==> config.mk <==
export PLATFORM = sky130hd
export DESIGN_NAME = spu_event_counter
export DESIGN_NICKNAME = d
export VERILOG_FILES = /design/src/rtl/spu_pkg.sv /design/src/rtl/spu_cnt_slice.sv /design/src/rtl/spu_event_counter.sv
export SDC_FILE = /design/constraint.sdc
export NUM_CORES = 1
export LEC_CHECK = 0
export ABC_AREA = 1
export CORE_UTILIZATION = 43
export DETAILED_ROUTE_END_ITERATION = 10
export GPL_TIMING_DRIVEN = 0
export RECOVER_POWER = 50
export SETUP_SLACK_MARGIN = 0.2
export SYNTH_ARGS = -nofsm -noshare
export SYNTH_HDL_FRONTEND = slang
export SYNTH_SLANG_ARGS = --single-unit
==> constraint.sdc <==
create_clock -name clk_i -period 2.75 [get_ports clk_i]
set_input_delay 0.825 -clock clk_i [delete_from_list [all_inputs] [get_ports clk_i]]
set_output_delay 0.825 -clock clk_i [all_outputs]
set_load 0.1 [all_outputs]
==> src/rtl/spu_pkg.sv <==
// Shared definitions for the SPU event counter.
// Contents: config register addresses, CTRL/FILTER bit positions,
// privilege encodings of e_info, and the config-port FSM state type.
package spu_pkg;

   localparam logic [3:0] ADDR_CTRL     = 4'd0;
   localparam logic [3:0] ADDR_FILTER   = 4'd1;
   localparam logic [3:0] ADDR_STATUS   = 4'd2;
   localparam logic [3:0] ADDR_CNT_BASE = 4'd4;

   localparam int CTRL_EN_BIT     = 0;
   localparam int CTRL_FREEZE_BIT = 1;
   localparam int CTRL_CLR_BIT    = 2;
   localparam int CTRL_IRQ_LSB    = 8;

   localparam int FLT_MASK_LSB    = 0;
   localparam int FLT_ASID_EN_BIT = 3;
   localparam int FLT_ASID_LSB    = 16;

   localparam logic [1:0] PRIV_M = 2'b01;
   localparam logic [1:0] PRIV_S = 2'b10;
   localparam logic [1:0] PRIV_U = 2'b11;

   typedef enum logic {
      IDLE = 1'b0,
      RESP = 1'b1
   } cfg_state_e;

endpackage

==> src/rtl/spu_cnt_slice.sv <==
// One event counter.
// Ports:
//   clk_i, rst_i   clock, synchronous active-high reset
//   clr_i          clear to zero (highest priority)
//   load_i         load load_val_i (beats increment)
//   inc_i          count by one, modulo 2^CNT_WIDTH
//   cnt_o          current count
//   wrap_o         combinational pulse: this edge takes the count from all-ones to zero
module spu_cnt_slice #(
   parameter int CNT_WIDTH = 32
) (
   input  logic                 clk_i,
   input  logic                 rst_i,
   input  logic                 clr_i,
   input  logic                 load_i,
   input  logic [CNT_WIDTH-1:0] load_val_i,
   input  logic                 inc_i,
   output logic [CNT_WIDTH-1:0] cnt_o,
   output logic                 wrap_o
);

   localparam logic [CNT_WIDTH-1:0] ONE = {{(CNT_WIDTH-1){1'b0}}, 1'b1};

   always_ff @(posedge clk_i) begin
      if (rst_i) begin
         cnt_o <= '0;
      end else if (clr_i) begin
         cnt_o <= '0;
      end else if (load_i) begin
         cnt_o <= load_val_i;
      end else if (inc_i) begin
         cnt_o <= cnt_o + ONE;
      end
   end

   // A masked increment (clear or load in the same cycle) never reports a wrap.
   assign wrap_o = inc_i & ~clr_i & ~load_i & (&cnt_o);

endmodule

==> src/rtl/spu_event_counter.sv <==
// SPU event counter: registers the event stream from the event unit, filters
// it by source, privilege and ASID, and counts each event line.
// Ports:
//   clk_i, rst_i        clock, synchronous active-high reset
//   e_id_i              event pulses, one bit per line
//   e_info_i            {priv[1:0], asid}
//   s_id_i              source id of the event word
//   cfg_*               valid/ready config request, rvalid/rready response
//   ovf_irq_o           per-line level IRQ = sticky overflow & irq enable
//
// Config FSM
//   state | meaning
//   IDLE  | ready for a request; write or read capture happens on accept
//   RESP  | response presented, rdata/err held until cfg_rready_i
module spu_event_counter
   import spu_pkg::*;
#(
   parameter int NUM_EVENTS = 4,
   parameter int CNT_WIDTH  = 32,
   parameter int ASID_WIDTH = 16,
   parameter bit SRC_ID     = 1'b0
) (
   input  logic                  clk_i,
   input  logic                  rst_i,
   input  logic [NUM_EVENTS-1:0] e_id_i,
   input  logic [ASID_WIDTH+1:0] e_info_i,
   input  logic                  s_id_i,
   input  logic                  cfg_valid_i,
   output logic                  cfg_ready_o,
   input  logic                  cfg_we_i,
   input  logic [3:0]            cfg_addr_i,
   input  logic [31:0]           cfg_wdata_i,
   output logic                  cfg_rvalid_o,
   input  logic                  cfg_rready_i,
   output logic [31:0]           cfg_rdata_o,
   output logic                  cfg_err_o,
   output logic [NUM_EVENTS-1:0] ovf_irq_o
);

   logic [NUM_EVENTS-1:0] e_id_q;
   logic [1:0]            priv_q;
   logic [ASID_WIDTH-1:0] asid_q;
   logic                  s_id_q;

   logic                  ctrl_en_q, ctrl_frz_q;
   logic [NUM_EVENTS-1:0] irq_en_q;
   logic [2:0]            flt_mask_q;
   logic                  flt_asid_en_q;
   logic [ASID_WIDTH-1:0] flt_asid_q;
   logic [NUM_EVENTS-1:0] status_q;

   cfg_state_e            state_q, state_d;
   logic                  cfg_accept, cfg_wr, clear_all;
   logic                  sel_ctrl, sel_flt, sel_stat, addr_ok;
   logic [NUM_EVENTS-1:0] sel_cnt, wrap, w1c;
   logic [31:0]           rdata_d;
   logic                  priv_ok, asid_ok, count_ok;
   logic [CNT_WIDTH-1:0]  cnt [NUM_EVENTS];

   always_ff @(posedge clk_i) begin
      if (rst_i) begin
         e_id_q <= '0;
         priv_q <= '0;
         asid_q <= '0;
         s_id_q <= 1'b0;
      end else begin
         e_id_q <= e_id_i;
         priv_q <= e_info_i[ASID_WIDTH +: 2];
         asid_q <= e_info_i[ASID_WIDTH-1:0];
         s_id_q <= s_id_i;
      end
   end

   always_comb begin
      case (priv_q)
         PRIV_M:  priv_ok = flt_mask_q[0];
         PRIV_S:  priv_ok = flt_mask_q[1];
         PRIV_U:  priv_ok = flt_mask_q[2];
         default: priv_ok = 1'b0;
      endcase
   end

   assign asid_ok  = ~flt_asid_en_q | (asid_q == flt_asid_q);
   assign count_ok = ctrl_en_q & ~ctrl_frz_q & (s_id_q == SRC_ID) & priv_ok & asid_ok;

   always_ff @(posedge clk_i) begin
      if (rst_i) state_q <= IDLE;
      else       state_q <= state_d;
   end

   always_comb begin
      state_d     = state_q;
      cfg_ready_o = 1'b0;
      case (state_q)
         IDLE: begin
            cfg_ready_o = 1'b1;
            if (cfg_valid_i) state_d = RESP;
         end
         RESP: begin
            if (cfg_rready_i) state_d = IDLE;
         end
         default: state_d = IDLE;
      endcase
   end

   assign cfg_rvalid_o = (state_q == RESP);
   assign cfg_accept   = cfg_valid_i & cfg_ready_o;
   assign cfg_wr       = cfg_accept & cfg_we_i;
   assign clear_all    = cfg_wr & sel_ctrl & cfg_wdata_i[CTRL_CLR_BIT];

   always_comb begin
      sel_ctrl = (cfg_addr_i == ADDR_CTRL);
      sel_flt  = (cfg_addr_i == ADDR_FILTER);
      sel_stat = (cfg_addr_i == ADDR_STATUS);
      sel_cnt  = '0;
      rdata_d  = '0;
      for (int k = 0; k < NUM_EVENTS; k++) begin
         if (cfg_addr_i == ADDR_CNT_BASE + 4'(k)) sel_cnt[k] = 1'b1;
      end
      addr_ok = sel_ctrl | sel_flt | sel_stat | (|sel_cnt);
      if (sel_ctrl) begin
         rdata_d[CTRL_EN_BIT]                   = ctrl_en_q;
         rdata_d[CTRL_FREEZE_BIT]               = ctrl_frz_q;
         rdata_d[CTRL_IRQ_LSB +: NUM_EVENTS]    = irq_en_q;
      end
      if (sel_flt) begin
         rdata_d[FLT_MASK_LSB +: 3]             = flt_mask_q;
         rdata_d[FLT_ASID_EN_BIT]               = flt_asid_en_q;
         rdata_d[FLT_ASID_LSB +: ASID_WIDTH]    = flt_asid_q;
      end
      if (sel_stat) rdata_d[NUM_EVENTS-1:0] = status_q;
      for (int k = 0; k < NUM_EVENTS; k++) begin
         if (sel_cnt[k]) rdata_d = 32'(cnt[k]);
      end
   end

   always_ff @(posedge clk_i) begin
      if (rst_i) begin
         ctrl_en_q     <= 1'b0;
         ctrl_frz_q    <= 1'b0;
         irq_en_q      <= '0;
         flt_mask_q    <= 3'b111;
         flt_asid_en_q <= 1'b0;
         flt_asid_q    <= '0;
      end else if (cfg_wr) begin
         if (sel_ctrl) begin
            ctrl_en_q  <= cfg_wdata_i[CTRL_EN_BIT];
            ctrl_frz_q <= cfg_wdata_i[CTRL_FREEZE_BIT];
            irq_en_q   <= cfg_wdata_i[CTRL_IRQ_LSB +: NUM_EVENTS];
         end
         if (sel_flt) begin
            flt_mask_q    <= cfg_wdata_i[FLT_MASK_LSB +: 3];
            flt_asid_en_q <= cfg_wdata_i[FLT_ASID_EN_BIT];
            flt_asid_q    <= cfg_wdata_i[FLT_ASID_LSB +: ASID_WIDTH];
         end
      end
   end

   // A wrap on the same edge as a W1C of that bit keeps the bit set.
   assign w1c = (cfg_wr & sel_stat) ? cfg_wdata_i[NUM_EVENTS-1:0] : '0;

   always_ff @(posedge clk_i) begin
      if (rst_i) status_q <= '0;
      else       status_q <= (status_q & ~w1c) | wrap;
   end

   always_ff @(posedge clk_i) begin
      if (rst_i) begin
         cfg_rdata_o <= '0;
         cfg_err_o   <= 1'b0;
      end else if (cfg_accept) begin
         cfg_rdata_o <= cfg_we_i ? 32'd0 : (addr_ok ? rdata_d : 32'd0);
         cfg_err_o   <= ~addr_ok;
      end
   end

   assign ovf_irq_o = status_q & irq_en_q;

   for (genvar k = 0; k < NUM_EVENTS; k++) begin : g_slice
      spu_cnt_slice #(
         .CNT_WIDTH (CNT_WIDTH)
      ) u_slice (
         .clk_i      (clk_i),
         .rst_i      (rst_i),
         .clr_i      (clear_all),
         .load_i     (cfg_wr & sel_cnt[k]),
         .load_val_i (cfg_wdata_i[CNT_WIDTH-1:0]),
         .inc_i      (e_id_q[k] & count_ok),
         .cnt_o      (cnt[k]),
         .wrap_o     (wrap[k])
      );
   end

endmodule

==> results.toml, run 1 <==
[status]
outcome = "finished, final reports clean"

[clock_tree]
root_buffer = "clkbuf_16"
cts_inserted_buffers = 27
cts_buffer_depth = 3
tritoncts = "done"
clock_sinks = 215
h-tree-depth = 1
cts-hold-fix-buffers = 0
clk_latency_ps = 570
clkTransAtPathRegs_ps = 60

[global_route]
grt_overflow = 0
grt_pass1_vias = 15570
grt_pass1_wl_um = 99790
grt_usage_pct = 40.77
grt_max_degree = 13
antenna_found_initial = 2

[timing]
timing.slew.headroom_pct = 34.71
period_share_pct = 96.47
min_period_ps = 2653
fin_tns_setup_ps = 0
slew_viol_final = 0
setup_violations = 0
fmax_mhz = 376.9
finalHoldViolCount = 0
clock_skew_ps = 12.90
whs_ps = 463.8
worst_pin_slew_ps = 983.3
rsz0062_at_grt = "no"

[floorplan]
die-area_um2 = 33900
die_width_um = 184.1
die_h_um = 184.1
io_pins = 103
start_util_pct = 43.73
num_rows = 66
fp.coreArea_um2 = 32620

[setup_path]
startpoint_type = "input port"
cp_slowest_cell = "clkbuf_1"
cp_top_family = "buffers and inverters"
critical_path_class = "in -> reg"
r2r_cells = 11
end_kind = "flip-flop"
cp_num_buf_inv = 4
cp.required_ps = 3240
worstPathCellList = "clkdlybuf4s50_1 -> inv_1 -> nor2_4 -> nand2_2 -> nor2_4 -> clkbuf_2 -> clkbuf_1 -> o21ai_0 -> a21oi_1"
path_max_fanout = 10
crit_top_cell = "nor2_4"
path_depth = 9
arrival_ps = 3140
max_stage_delay_ps = 490

[logic_synthesis]
syn-num-nets = 2475
yosysSeqAreaShare_pct = 30.18
synthSimpleGateAreaFrac_pct = 41.76
syn_inst = 2407
synth-xor-area-share_pct = 2.947
synth_top_family_by_area = "simple AND/OR/NAND/NOR gates"
ys_types = 41
ys.warnings.count = 0
syn_avg_cell_area_um2 = 5.926
synth_compound_area_share_pct = 14.66
synth_area_um2 = 14260
synthAdderAreaFrac_pct = 0.3509
synth_seq_cells = 215
synthMuxAreaShare_pct = 0

[pwr]
power_density_nw_per_um2 = 449.1
finalPower_mw = 7.545
vdd_drop_max_uv = 493.9
power_leakage_nw = 6.446

[min_path]
hold_depth = 2
hold_path.class = "reg -> reg"

[placement]
hpwl_um = 53830
portBuffers = 101
place.gp.congestion = 1.036

[cells_and_area]
final_cell_mix = "nand2_1, nor2_1, dfxtp_1, nand3_1, inv_1"
utilization_pct = 51.50
syn_to_final_growth_pct = 17.77
drive_gt1_share_pct = 7.809
seqCellArea_um2 = 4304
finalNetCount = 2609
n_antenna_cell = 0
multiInputGateArea_um2 = 8541
layout_commonest_cell = "nand2_1"
fillers = 3477

[route]
post_drt_wl_per_cell_um = 23.13
vias = 17160
detail_route.first_pass.iterations = 6
ant_nets = 0
wirelength_um = 69450
drtIter0Drc = 2184
drc = 0
via_per_inst = 5.716

[run]
maxCapViolations = 0
[sequential cells by signal (all words and copies together) (netlist names)]
signal	flops
flt_asid_q	16
asid_q	16
cfg_rdata_o	32
priv_q	2
g_slice.u_slice.cnt_o	128
cfg_err_o	1
irq_en_q	4
flt_asid_en_q	1
e_id_q	4
status_q	4
s_id_q	1
ctrl_frz_q	1
cfg_rvalid_o	1
flt_mask_q	3
ctrl_en_q	1
[layer usage]
layer / wire [um] / up-vias / track usage (%)
li1: - / 8021 / -
met5: 0 / - / 0
met1: 27770 / 8075 / 51.92
met2: 30700 / 888 / 65.59
met4: 4687 / 0 / 23.13
met3: 6289 / 180 / 6.224
[power breakdown]
group	switching, mW	internal (mW)	leakage [nW]
clock network	1.52	2.22	0.438
registers	0.0289	3.15	1.74
logic	0.459	0.173	4.27
total	2.01	5.54	6.45
[per-stage QoR]
| stage | setup slack [ps] | area, um2 | cells |
|---|---|---|---|
| floorplan | 221.8 | 14260 | 2407 |
| global placement | -802.6 | 15830 | 2950 |
| detailed placement | -797.9 | 15830 | 2950 |
| CTS | 140.7 | 16820 | 3002 |
| global route | 101.7 | 16800 | 3003 |
| finish | 97.01 | 16800 | 3003 |
[cells in the mapped netlist, drive strengths merged]
cell type    n  area share [%]
xnor2        4            0.25
nand2      825              22
nand3      211             7.6
xor2        44             2.7
o2111ai      7            0.43
and3         1           0.044
nor2       287             8.4
o31ai       13            0.68
nand3b      10            0.53
o211a        1           0.070
o21ai      140             4.9
nand4       18            0.79
o22ai       14            0.61
a21oi      193             6.8
a31o         1           0.061
o21a         1           0.053
or2          4            0.18
clkinv       1           0.026
nor3        52             2.0
ha           4            0.35
buf         71             3.0
dfxtp      215              30
inv        230             6.1
o211ai      12            0.63
o221ai       7            0.43
nor4         2           0.088
clkbuf      39             1.0
[tightest hold or removal path, cell delays in order (launching register included)]
cell and delay, ps:
dfxtp_1 310, nand2_1 60, a21oi_1 50
[kinds of logic (layout without fill, tap and decap cells)]
kind of cell,Yosys count,after routing
compound gates,389,389
flops,215,215
buf+inv,341,495
xor+xnor,48,48
simple gates,1410,1410
fa+ha+maj,4,4
[path summary, 6_finish.rpt]
| kind | start | to | slack [ps] |
|---|---|---|---|
| setup / recovery | cfg_valid_i | irq_en_q[0] | 100 |
| hold / removal | cfg_rdata_o[26] | cfg_rdata_o[26] | 460 |
| setup reg to reg | g_slice[0].u_slice.cnt_o[0] | g_slice[0].u_slice.cnt_o[18] | 360 |
| hold reg to reg | cfg_rdata_o[26] | cfg_rdata_o[26] | 460 |
[area by class of cell]
cell class | instances | share of cell area, %
multi-input combinational | 1851 | 50.84
clock inverter | 11 | 0.8417
sequential | 215 | 25.62
buffer | 110 | 3.389
timing repair buffer | 105 | 6.264
tap | 442 | 3.292
inverter | 231 | 5.184
clock buffer | 38 | 4.566
[timing repair]
| item | 4_1_cts | 5_1_grt |
|---|---|---|
| resized for setup | 125 | 9 |
| buffers inserted | 3 | 1 |
| pin swaps | 2 | 1 |
| setup endpoints to repair | 182 | 17 |
(Power assumes the default switching activity.)
==> inputs of run 2 (changes only) <==
Settings changed: MAX_ROUTING_LAYER set to met4, SKIP_LAST_GASP set to 1.
==> run 2 against run 1 <==
Against the previous run:
- non-clock buffer count down 1
- critical path depth up 1
- clock skew up 4.6 ps
- routed wire length down 0.23%
- total power down 2.2%
- utilization down 0.16 points
- worst hold slack better by 5.1 ps
- first-iteration DRC count down 3.3%
- register-to-register slack better by 60 ps
- worst setup slack about the same
- sequential power about the same
- combinational power about the same
- critical path type unchanged
==> results.toml, run 2 (synthesized netlist as in run 1, its figures left out) <==
[route]
vias = 16990
detail_route.first_pass.iterations = 6
via_per_inst = 5.669
ant_nets = 0
post_drt_wl_per_cell_um = 23.12
drtIter0Drc = 2111
drc = 0
wirelength_um = 69300

[clock_tree]
h-tree-depth = 1
cts_buffer_depth = 3
tritoncts = "done"
clkTransAtPathRegs_ps = 60
root_buffer = "clkbuf_16"
clk_latency_ps = 570
cts_inserted_buffers = 27
clock_sinks = 215

[timing]
finalHoldViolCount = 0
slew_viol_final = 0
worst_pin_slew_ps = 979.6
min_period_ps = 2653
rsz0062_at_grt = "no"
worst_slack_ps = 96.57
clock_skew_ps = 17.54
period_share_pct = 96.49
timing.slew.headroom_pct = 34.95
fmax_mhz = 376.9
setup_violations = 0
whs_ps = 468.9
fin_tns_setup_ps = 0

[setup_path]
startpoint_type = "input port"
max_stage_delay_ps = 450
cp.required_ps = 3190
crit_top_cell = "nor2_4"
cp_top_family = "simple AND/OR/NAND/NOR gates"
arrival_ps = 3090
cp_num_buf_inv = 4
end_kind = "flip-flop"
cp_slowest_cell = "clkdlybuf4s50_1"
path_max_fanout = 10
worstPathCellList = "clkdlybuf4s50_1 -> inv_1 -> nor2_4 -> nand2_2 -> nor2_4 -> nand2_1 -> nand2_4 -> buf_6 -> buf_4 -> a21oi_1"
critical_path_class = "in -> reg"

[cells_and_area]
regMostFlops = "g_slice.u_slice.cnt_o"
layout_commonest_cell = "nand2_1"
syn_to_final_growth_pct = 17.39
reg.largest.list = "g_slice.u_slice.cnt_o (128), cfg_rdata_o (32)"
layout.cell_area.non_filler_um2 = 16740
finalNetCount = 2608
fillers = 3518
seqCellArea_um2 = 4304
n_antenna_cell = 0
drive_gt1_share_pct = 7.789
multiInputGateArea_um2 = 8546
largest_register_ffs = 128
instances_no_fill = 2997
utilization_pct = 51.33
final_cell_mix = "nand2_1, nor2_1, dfxtp_1, nand3_1, inv_1"

[pwr]
power_density_nw_per_um2 = 440.6
finalPower_mw = 7.378
power_leakage_nw = 6.439
vdd_drop_max_uv = 491.7

[global_route]
grt_max_degree = 13
grt_overflow = 0
grt_usage_pct = 42.06
antenna_found_initial = 4
grt_pass1_wl_um = 99960
grt_pass1_vias = 15510

[placement]
dp_cells = 2950
portBuffers = 101
placed_area_um2 = 15830
place.gp.congestion = 1.064
hpwl_um = 53750
pre_cts_slack_ps = -861.1

[floorplan]
die_width_um = 184.1
start_util_pct = 43.73
fp.coreArea_um2 = 32620
die-area_um2 = 33900
io_pins = 103
num_rows = 66
die_h_um = 184.1

[run]
maxCapViolations = 0

[min_path]
hold_path.class = "reg -> reg"

[status]
outcome = "finished, final reports clean"
==> run 2: cell types whose count changed in the layout (fill, tap and decap cells not counted), sizes merged <==
cell	before	now
buf	63	66
bufinv	3	1
clkbuf	89	85
clkdlybuf4s15	35	33
clkdlybuf4s18	1	2
clkinv	5	6
clkinvlp	4	2
dlygate4sd2	5	3
dlygate4sd3	1	0
dlymetal6s2s	1	3
==> run 2: worst paths after layout <==
check	depth (start not counted)	slack, ps	startpoint	to
worst max register to register	11	420	g_slice[1].u_slice.cnt_o[0]	g_slice[1].u_slice.cnt_o[18]
worst min-delay path	2	470	cfg_rdata_o[11]	cfg_rdata_o[11]
worst max-delay path	10	100	cfg_valid_i	g_slice[1].u_slice.cnt_o[0]
worst min register to register	2	470	cfg_rdata_o[11]	cfg_rdata_o[11]
==> run 2: tightest hold or removal path, cell delays in order (launching register included) <==
cell     delay [ps]
dfxtp_1         310
nand2_1          60
a21oi_1          50
==> run 2: layout make-up <==
cell class,count,area share [%]
timing repair buffer,104,6.224
buffer,110,3.400
multi-input combinational,1851,51.03
clock buffer,36,4.715
tap,442,3.303
sequential,215,25.70
inverter,231,5.178
clock inverter,8,0.4409
==> run 2: per-layer routing <==
metal / global-route usage (%) / routed length [um] / vias to the layer above
met5: - / 0 / -
met4: 23.27 / 4564 / 0
met3: 6.501 / 6203 / 184
met2: 64.70 / 30330 / 890
met1: 52.66 / 28200 / 7907
li1: - / - / 8009
==> run 2: report_power, final <==
part	switching [mW]	leakage (nW)	internal, mW	total (mW)
Clock	1.49	0.426	2.08	3.57
Combinational	0.461	4.27	0.172	0.634
Sequential	0.0291	1.74	3.15	3.18
==> run 2: repair_timing <==
item / 4_1_cts / 5_1_grt
resized for setup: 127 / 10
hold buffers: 0 / 0
cloned: 0 / 0
pin swaps: 2 / 3
hold endpoints to repair: 0 / 0
setup buffers: 2 / 1
endpoints found under the setup margin: 175 / 30
